--- config.mk ---
export PLATFORM = sky130hd
export DESIGN_NAME = lsu_byte_master
export DESIGN_NICKNAME = d
export VERILOG_FILES = /design/src/rtl/lsu_byte_master.sv
export SDC_FILE = /design/constraint.sdc
export NUM_CORES = 1
export LEC_CHECK = 0
export BUFFER_PORTS_ARGS = -buffer_cell sky130_fd_sc_hd__buf_2
export CAP_MARGIN = 20
export CORE_ASPECT_RATIO = 1.5
export CORE_UTILIZATION = 45
export CTS_CLUSTER_DIAMETER = 30
export DETAILED_ROUTE_END_ITERATION = 12
export GPL_ROUTABILITY_DRIVEN = 0
export PLACE_DENSITY = 0.81
export SLEW_MARGIN = 40
export SYNTH_ARGS = -nofsm -noshare
export SYNTH_HDL_FRONTEND = slang
export SYNTH_SLANG_ARGS = --single-unit
--- constraint.sdc ---
create_clock -name clk -period 2.65 [get_ports clk]
set_input_delay 0.265 -clock clk [delete_from_list [all_inputs] [get_ports clk]]
set_output_delay 0.265 -clock clk [all_outputs]
set_load 0.01 [all_outputs]
--- src/rtl/lsu_byte_master.sv ---
// Byte-beat load/store initiator: decodes RV32I funct3, runs little-endian byte beats
// over a req/ack bus and returns one extended response. Optional macro: MISALIGN_TRAP_EN.
module lsu_byte_master #(
    parameter int unsigned ADDR_W  = 32,
    parameter int unsigned TIMEOUT = 255
) (
    input  logic              clk,
    input  logic              rst,
    input  logic              req_valid,
    output logic              req_ready,
    input  logic              req_store,
    input  logic [2:0]        req_funct3,
    input  logic [ADDR_W-1:0] req_addr,
    input  logic [31:0]       req_wdata,
    output logic              mem_req,
    output logic              mem_we,
    output logic [ADDR_W-1:0] mem_addr,
    output logic [7:0]        mem_wdata,
    input  logic [7:0]        mem_rdata,
    input  logic              mem_ack,
    output logic              resp_valid,
    output logic [31:0]       resp_data,
    output logic              resp_err
);

    localparam int unsigned TMO_W = (TIMEOUT > 1) ? $clog2(TIMEOUT) : 1;

    typedef enum logic [1:0] {
        ST_IDLE   = 2'd0,
        ST_ACCESS = 2'd1,
        ST_RESP   = 2'd2
    } state_t;

    state_t             state_q, state_d;
    logic               store_q, store_d;
    logic [2:0]         f3_q, f3_d;
    logic [31:0]        wdata_q, wdata_d;
    logic [31:0]        rbuf_q, rbuf_d;
    logic [1:0]         beat_q, beat_d;
    logic [1:0]         last_q, last_d;
    logic [TMO_W-1:0]   tmo_q, tmo_d;

    logic               req_ready_d;
    logic               mem_req_d;
    logic               mem_we_d;
    logic [ADDR_W-1:0]  mem_addr_d;
    logic [7:0]         mem_wdata_d;
    logic               resp_valid_d;
    logic [31:0]        resp_data_d;
    logic               resp_err_d;

    logic               illegal_c;
    logic               misalign_c;
    logic               tmo_hit_c;
    logic [31:0]        word_c;
    logic [1:0]         beat_nx_c;

    function automatic logic [31:0] load_ext(input logic [2:0] f3, input logic [31:0] w);
        case (f3)
            3'b000:  load_ext = {{24{w[7]}}, w[7:0]};
            3'b001:  load_ext = {{16{w[15]}}, w[15:0]};
            3'b100:  load_ext = {24'd0, w[7:0]};
            3'b101:  load_ext = {16'd0, w[15:0]};
            default: load_ext = w;
        endcase
    endfunction

    function automatic logic [1:0] last_beat(input logic [1:0] sz);
        case (sz)
            2'b00:   last_beat = 2'd0;
            2'b01:   last_beat = 2'd1;
            default: last_beat = 2'd3;
        endcase
    endfunction

    // Request decode and per-beat helpers
    always_comb begin
        illegal_c = req_store ? (req_funct3[2] || (req_funct3[1:0] == 2'b11))
                              : ((req_funct3 == 3'b011) || (req_funct3[2:1] == 2'b11));
`ifdef MISALIGN_TRAP_EN
        misalign_c = ((req_funct3[1:0] == 2'b01) && req_addr[0]) ||
                     ((req_funct3[1:0] == 2'b10) && (req_addr[1:0] != 2'b00));
`else
        misalign_c = 1'b0;
`endif
        tmo_hit_c = (TIMEOUT != 0) && (tmo_q == TMO_W'(TIMEOUT - 1));
        word_c = rbuf_q;
        word_c[{beat_q, 3'b000} +: 8] = mem_rdata;
        beat_nx_c = beat_q + 2'd1;
    end

    // Next-state and registered-output logic
    always_comb begin
        state_d      = state_q;
        store_d      = store_q;
        f3_d         = f3_q;
        wdata_d      = wdata_q;
        rbuf_d       = rbuf_q;
        beat_d       = beat_q;
        last_d       = last_q;
        tmo_d        = tmo_q;
        req_ready_d  = req_ready;
        mem_req_d    = mem_req;
        mem_we_d     = mem_we;
        mem_addr_d   = mem_addr;
        mem_wdata_d  = mem_wdata;
        resp_valid_d = 1'b0;
        resp_data_d  = resp_data;
        resp_err_d   = resp_err;

        case (state_q)
            ST_IDLE: begin
                if (req_valid && req_ready) begin
                    store_d     = req_store;
                    f3_d        = req_funct3;
                    wdata_d     = req_wdata;
                    rbuf_d      = '0;
                    beat_d      = 2'd0;
                    last_d      = last_beat(req_funct3[1:0]);
                    tmo_d       = '0;
                    req_ready_d = 1'b0;
                    mem_addr_d  = req_addr;
                    mem_wdata_d = req_wdata[7:0];
                    resp_data_d = '0;
                    resp_err_d  = 1'b0;
                    if (illegal_c || misalign_c) begin
                        state_d      = ST_RESP;
                        resp_valid_d = 1'b1;
                        resp_err_d   = 1'b1;
                    end else begin
                        state_d   = ST_ACCESS;
                        mem_req_d = 1'b1;
                        mem_we_d  = req_store;
                    end
                end
            end

            ST_ACCESS: begin
                if (mem_ack) begin
                    tmo_d = '0;
                    if (!store_q) begin
                        rbuf_d = word_c;
                    end
                    if (beat_q == last_q) begin
                        state_d      = ST_RESP;
                        mem_req_d    = 1'b0;
                        mem_we_d     = 1'b0;
                        resp_valid_d = 1'b1;
                        resp_data_d  = store_q ? 32'd0 : load_ext(f3_q, word_c);
                    end else begin
                        beat_d      = beat_nx_c;
                        mem_addr_d  = mem_addr + ADDR_W'(1);
                        mem_wdata_d = wdata_q[{beat_nx_c, 3'b000} +: 8];
                    end
                end else if (tmo_hit_c) begin
                    // Abort the access; bytes already written stay written
                    state_d      = ST_RESP;
                    mem_req_d    = 1'b0;
                    mem_we_d     = 1'b0;
                    resp_valid_d = 1'b1;
                    resp_err_d   = 1'b1;
                    resp_data_d  = '0;
                end else if (TIMEOUT != 0) begin
                    tmo_d = tmo_q + TMO_W'(1);
                end
            end

            ST_RESP: begin
                state_d     = ST_IDLE;
                req_ready_d = 1'b1;
                resp_data_d = '0;
                resp_err_d  = 1'b0;
            end

            default: begin
                state_d     = ST_IDLE;
                req_ready_d = 1'b1;
                mem_req_d   = 1'b0;
                mem_we_d    = 1'b0;
            end
        endcase
    end

    // State and output registers
    always_ff @(posedge clk) begin
        if (rst) begin
            state_q    <= ST_IDLE;
            store_q    <= 1'b0;
            f3_q       <= '0;
            wdata_q    <= '0;
            rbuf_q     <= '0;
            beat_q     <= '0;
            last_q     <= '0;
            tmo_q      <= '0;
            req_ready  <= 1'b1;
            mem_req    <= 1'b0;
            mem_we     <= 1'b0;
            mem_addr   <= '0;
            mem_wdata  <= '0;
            resp_valid <= 1'b0;
            resp_data  <= '0;
            resp_err   <= 1'b0;
        end else begin
            state_q    <= state_d;
            store_q    <= store_d;
            f3_q       <= f3_d;
            wdata_q    <= wdata_d;
            rbuf_q     <= rbuf_d;
            beat_q     <= beat_d;
            last_q     <= last_d;
            tmo_q      <= tmo_d;
            req_ready  <= req_ready_d;
            mem_req    <= mem_req_d;
            mem_we     <= mem_we_d;
            mem_addr   <= mem_addr_d;
            mem_wdata  <= mem_wdata_d;
            resp_valid <= resp_valid_d;
            resp_data  <= resp_data_d;
            resp_err   <= resp_err_d;
        end
    end

endmodule

==> impl_results.md, run 1 <==
* Status: finished clean
* Sw Share at 33.1%
* Top post-synthesis cells by area: dfxtp_1, a21oi_1, nand2_1, nor2_1, a22o_1
* Synth top area share at 41.8%
* Post-synth top area cell: dfxtp_1
* Fillers at 1485
* Setup TNS at 0 ns
* Synthesis-to-layout area growth at 21.1%
* Max Cap Viol at 0
* Core ar. at 0.0164 mm²
* Tightest Pin Transition at 0.731 ns
* Hold Crit Endpoint: wdata_q[19]
* Syn. warnings at 0
* Maximum vdd drop at 0.411 mV
* P_leak at 3.69 nW
* Clk pin slew, worst setup/hold paths at 0.07 ns
* WL final at 21.0 mm
* Synth Area per Inst at 8.20 µm²
* Unrepaired setup endpoints after global routing: false
* Worst Path Class, Setup: flip-flop to flip-flop
* Setup slack, reg-to-reg at 0.36 ns
* Routed Antenna Nets at 0
* Drc violations at 0
* Asr flop ratio synth at 0%
* Switch Pwr at 2.14 mW
* FF-to-FF End: mem_addr[21]
* Post-route setup slack at 0.360 ns
* TritonRoute pass-1 iters at 6
* Crit share post-route at 86.4%
* Worst-path fanout max at 43
* Fmax at 437 MHz
* Post-CTS Setup Inserts at 0
* DR iter-0 viols at 663
* Synthesized cell area at 0.00762 mm²
* Clock Latency Late Sink at 0.43 ns
* Clk sinks at 159
* Root buf cell: clkbuf_16
* Reg-to-Reg Start: state_q[0]
* Most common cell after layout, fill and taps aside: dfxtp_1
* Via/cell ratio at 5.78
* Area occupied by multi-input gates at 0.00411 mm²
* Post-CTS Resized at 0
* Clk_skew at 0.0137 ns
* Critical Path AT at 2.61 ns
* Detailed Place HPWL at 14.4 mm
* Endpoints failing hold at 0
* WHS Path Cells at 3
* Sequential fraction of design power at 42.9%
* Post-Place Setup Slack at 0.388 ns
* Most frequent cells in the layout: dfxtp_1, buf_2, nand2_1, a21oi_1, nor2_1
* Die height at 161 µm
* Fin area at 0.00923 mm²
* Register area share after synthesis at 41.8%
* Mapped Nets at 1021
* Post-DP Area at 0.00865 mm²
* Total global-route track usage at 24.5%
* Number of global-route vias before repair at 7033
* Share of total power in the clock network at 36.5%
* Register area at 0.00318 mm²
* I/O pin cnt at 157
* Deepest clock path buffer count at 2
* Setup crit start: state_q[0]
* WP data required at 2.97 ns
* DIE AREA at 0.0175 mm²
* TritonCTS clock tree: yes
* Overflow after GRT at 0
* Reg2Reg Depth at 10
* Std-Cell Rows at 57
* Total CTS buffers at 17
* Via count at 7445
* Min-delay worst type: input port to flip-flop
* Synth Instances at 929
* Worst slew margin at 51.3%
* DR WL/cell at 16.3 µm
* # port buffers at 156
* PD cells at 702 mW/mm²
* # H-tree levels at 4
* Endpoints failing setup at 0
* Post-synth EDFFs at 0
* Initial Utilization at 46.4%
* Main flop type after synthesis: dfxtp_1
* Cell variety after synth at 70
* Worst hold start: req_wdata[19]
* Nets at 1161
* Cell Int Power at 4.34 mW
* Min Tclk post-route at 2.29 ns
* Die W at 108 µm
* Share of cells above drive strength 1 at 22.4%
* Antenna violations before repair at 1
* Cts hold-fix bufs at 0
* Comb pwr share at 20.6%
* Element type at the critical path start: flip-flop
* Crit. End Element: flip-flop
* Largest net degree at the start of global routing at 71
* Register bit total from synthesis at 159
* First-pass GRT wire length at 34.2 mm
* Pins Over Slew Limit at 0
==> Yosys cell counts, types with 6 or more instances <==
| master | n |
|---|---|
| xor2_1 | 8 |
| nand2_1 | 121 |
| and3_1 | 9 |
| o31ai_1 | 10 |
| mux2i_1 | 13 |
| nor3_1 | 15 |
| nor2_1 | 105 |
| a211oi_1 | 15 |
| inv_1 | 17 |
| nand2b_1 | 8 |
| o22ai_1 | 6 |
| clkbuf_1 | 48 |
| nand3_1 | 13 |
| nand4_1 | 16 |
| mux4_2 | 8 |
| nor2b_1 | 32 |
| a22o_1 | 27 |
| nand3b_1 | 12 |
| a21oi_1 | 114 |
| or3_1 | 6 |
| o21ai_0 | 21 |
| a22oi_1 | 14 |
| o21ai_1 | 12 |
| buf_2 | 13 |
| dfxtp_1 | 159 |
| a31oi_1 | 15 |
| ha_1 | 12 |
==> through the flow <==
| step | std cells | hold WS (ns) | utilization, % | power, mW |
|---|---|---|---|---|
| global route | 1289 | 0.0672 | 56.2 | 6.79 |
| CTS | 1288 | 0.0675 | 56.2 | 6.49 |
| detailed placement | 1256 | 0.444 | 52.7 | 4.14 |
| floorplan | 929 | 0.401 | - | 3.65 |
| global placement | 1256 | 0.439 | 52.7 | 4.11 |
| finish | 1289 | 0.0657 | 56.2 | 6.48 |
==> worst max-delay path by stage <==
stage | endpoint | slack, ns | cells past startpoint
2_1_floorplan | resp_data[22] | 0.03 | 11
3_3_place_gp | resp_data[30] | 0.32 | 7
3_5_place_dp | mem_addr[19] | 0.39 | 9
4_1_cts | mem_addr[19] | 0.36 | 9
5_1_grt | mem_addr[21] | 0.20 | 10
6_report | mem_addr[21] | 0.36 | 10
==> layer usage <==
layer  vias up  part of all wire (%)  GRT usage, %
li1       3619                     -             -
met1      3498                    41          29.5
met2       277                    50          41.3
met3        51                   6.0          4.48
met4         0                   3.1          12.0
met5         -                     0             0
==> area by class of cell <==
class                   count  share of cell area [%]
diodes                      1                  0.0271
clock buffers              18                    4.65
clock inverters            14                    1.59
inverters                  18                   0.732
multi-input cells         686                    44.6
flip-flops and latches    159                    34.5
well taps                 206                    2.79
repair buffers            187                    11.1
==> cell families after synthesis <==
kind of cell | share of synthesized area [%]
buf+inv | 4.35
simple gates | 24.0
flops | 41.8
fa+ha+maj | 1.97
compound gates | 22.9
xor+xnor | 0.920
mux | 4.07
==> worst max-delay path, stage by stage (launching register included) <==
cell	delay (ns)
dfxtp_1	0.38
inv_1	0.09
ha_1	0.21
buf_4	0.16
a21bo_2	0.24
o2111ai_1	0.11
buf_4	0.20
nand2_1	0.11
buf_12	0.24
nand2b_1	0.26
o32ai_1	0.19
==> flip-flops by register name, summed over array words and instances, names as in the netlist <==
signal,flops
tmo_q,8
mem_req,1
f3_q,3
resp_err,1
rbuf_q,32
beat_q,2
last_q,2
mem_wdata,8
resp_valid,1
wdata_q,32
mem_addr,32
mem_we,1
resp_data,32
req_ready,1
state_q,2
store_q,1
==> power by group through the flow <==
stage	clock, mW	combinational (mW)	sequential (mW)
finish	2.37	1.33	2.78
global route	2.52	1.47	2.80
CTS	2.39	1.33	2.77
detailed placement	0	1.32	2.83
global placement	0	1.29	2.82
floorplan	0	0.817	2.83
Note: power is estimated with default switching activity, not from simulation.
==> run 2: changes to the inputs <==
- CTS_BUF_LIST: default -> sky130_fd_sc_hd__clkbuf_4
==> impl_results.md, run 2 (same netlist as run 1, synthesis figures left out) <==
* # H-tree levels at 4
* TritonRoute pass-1 iters at 7
* Worst slew margin at 51.4%
* # port buffers at 156
* Max stage delay on crit path at 0.41 ns
* Share of cells above drive strength 1 at 21.5%
* Total power at 5.61 mW
* Max Cap Viol at 0
* Most common cell after layout, fill and taps aside: dfxtp_1
* Bufs and invs on worst path at 4
* Root buf cell: clkbuf_4
* Element type at the critical path start: flip-flop
* Endpoints failing hold at 0
* Fillers at 1455
* Deepest clock path buffer count at 2
* Total global-route track usage at 25.2%
* Crit path max-delay family: buffers and inverters
* Status: finished clean
* Die W at 108 µm
* WP data required at 3.12 ns
* Area occupied by multi-input gates at 0.00411 mm²
* CP dominant cell by count: buf_4
* Nets at 1208
* Worst Path Class, Setup: flip-flop to flip-flop
* Slowest-stage cell, CP: dfxtp_1
* Most frequent cells in the layout: dfxtp_1, buf_2, nand2_1, a21oi_1, nor2_1
* Critical Path AT at 2.76 ns
* Setup TNS at 0 ns
* Via/cell ratio at 5.73
* TritonCTS clock tree: yes
* Detailed Place HPWL at 14.4 mm
* Cell Count Post-Placement at 1256
* Endpoints failing setup at 0
* PD cells at 596 mW/mm²
* Clk sinks at 159
* I/O pin cnt at 157
* Antenna violations before repair at 1
* Total CTS buffers at 17
* Maximum vdd drop at 0.311 mV
* Pins Over Slew Limit at 0
* Crit. End Element: flip-flop
* Number of global-route vias before repair at 7220
* Fmax at 437 MHz
* Clk pin slew, worst setup/hold paths at 0.15 ns
* Via count at 7650
* Synthesis-to-layout area growth at 23.4%
* Routed Antenna Nets at 0
* DIE AREA at 0.0175 mm²
* Min Tclk post-route at 2.29 ns
* Clock Latency Late Sink at 0.57 ns
* Crit share post-route at 86.4%
* Initial Utilization at 46.4%
* Register area at 0.00318 mm²
* Overflow after GRT at 0
* Die height at 161 µm
* Min-delay worst type: input port to flip-flop
* Drc violations at 0
* DR WL/cell at 16.2 µm
* Core ar. at 0.0164 mm²
* Unrepaired setup endpoints after global routing: false
* Largest net degree at the start of global routing at 71
* P_leak at 3.76 nW
* Crit path cell chain: inv_1 -> ha_1 -> buf_4 -> a21bo_2 -> o2111ai_1 -> buf_4 -> nand2_1 -> buf_12 -> nand2b_1 -> o32ai_1
* First-pass GRT wire length at 35.3 mm
* Post-CTS Resized at 0
* Final Non-Filler Cells at 1336
* Clk_skew at 0.0322 ns
* Std-Cell Rows at 57
* WL final at 21.6 mm
* Worst-path fanout max at 43
* Tightest Pin Transition at 0.729 ns
* DR iter-0 viols at 886
## run 2: changes by cell type in the layout (fill, tap and decap cells not counted), sizes merged
| cell | change |
|---|---|
| dlygate4sd3 | +47 |
## run 2: area by class of cell
class | instances | area share [%]
Inverter | 18 | 0.719
Clock inverter | 14 | 1.56
Clock buffer | 18 | 1.44
Timing Repair Buffer | 234 | 15.9
Antenna cell | 1 | 0.0266
Tap cell | 206 | 2.74
Sequential cell | 159 | 33.9
Multi-Input combinational cell | 686 | 43.7
## run 2: layer usage
metal  vias to the layer above  routed length, µm  GRT usage (%)
met5                         -                  0              0
met4                         0                765           12.4
li1                       3712                  -              -
met1                      3574               8840           30.4
met2                       301              10800           42.6
met3                        63               1260           4.36
## run 2: tightest hold or removal path: stages
cell      delay, ns
buf_2          0.09
mux2i_1        0.11
a211oi_1       0.08
## run 2: metrics by stage
step                cell area (µm²)  hold WS [ns]  utilization (%)  setup slack [ns]
floorplan                      7620         0.401                -            0.0258
global placement               8640         0.439             52.7             0.317
detailed placement             8650         0.444             52.7             0.388
CTS                            9400       0.00853             57.3             0.363
global route                   9400        0.0159             57.3             0.199
finish                         9400        0.0304             57.3             0.361
## run 2: power by group
group,switching [mW],internal [mW],total [mW],leakage [nW]
Combinational,0.852,0.540,1.39,2.32
Clock,0.997,0.437,1.43,0.145
Sequential,0.195,2.59,2.78,1.29
Total,2.04,3.56,5.61,3.76
## run 2: final timing paths
check | start | end | cells after the start | slack (ns)
setup / recovery | state_q[0] | mem_addr[21] | 10 | 0.36
hold / removal | req_addr[1] | mem_addr[1] | 3 | 0.03
setup reg to reg | state_q[0] | mem_addr[21] | 10 | 0.36
hold reg to reg | store_q | store_q | 2 | 0.46
## run 2: timing repair
item                      CTS  global route
hold buffers               47             0
hold endpoints to repair   48             0
setup buffers               0             0
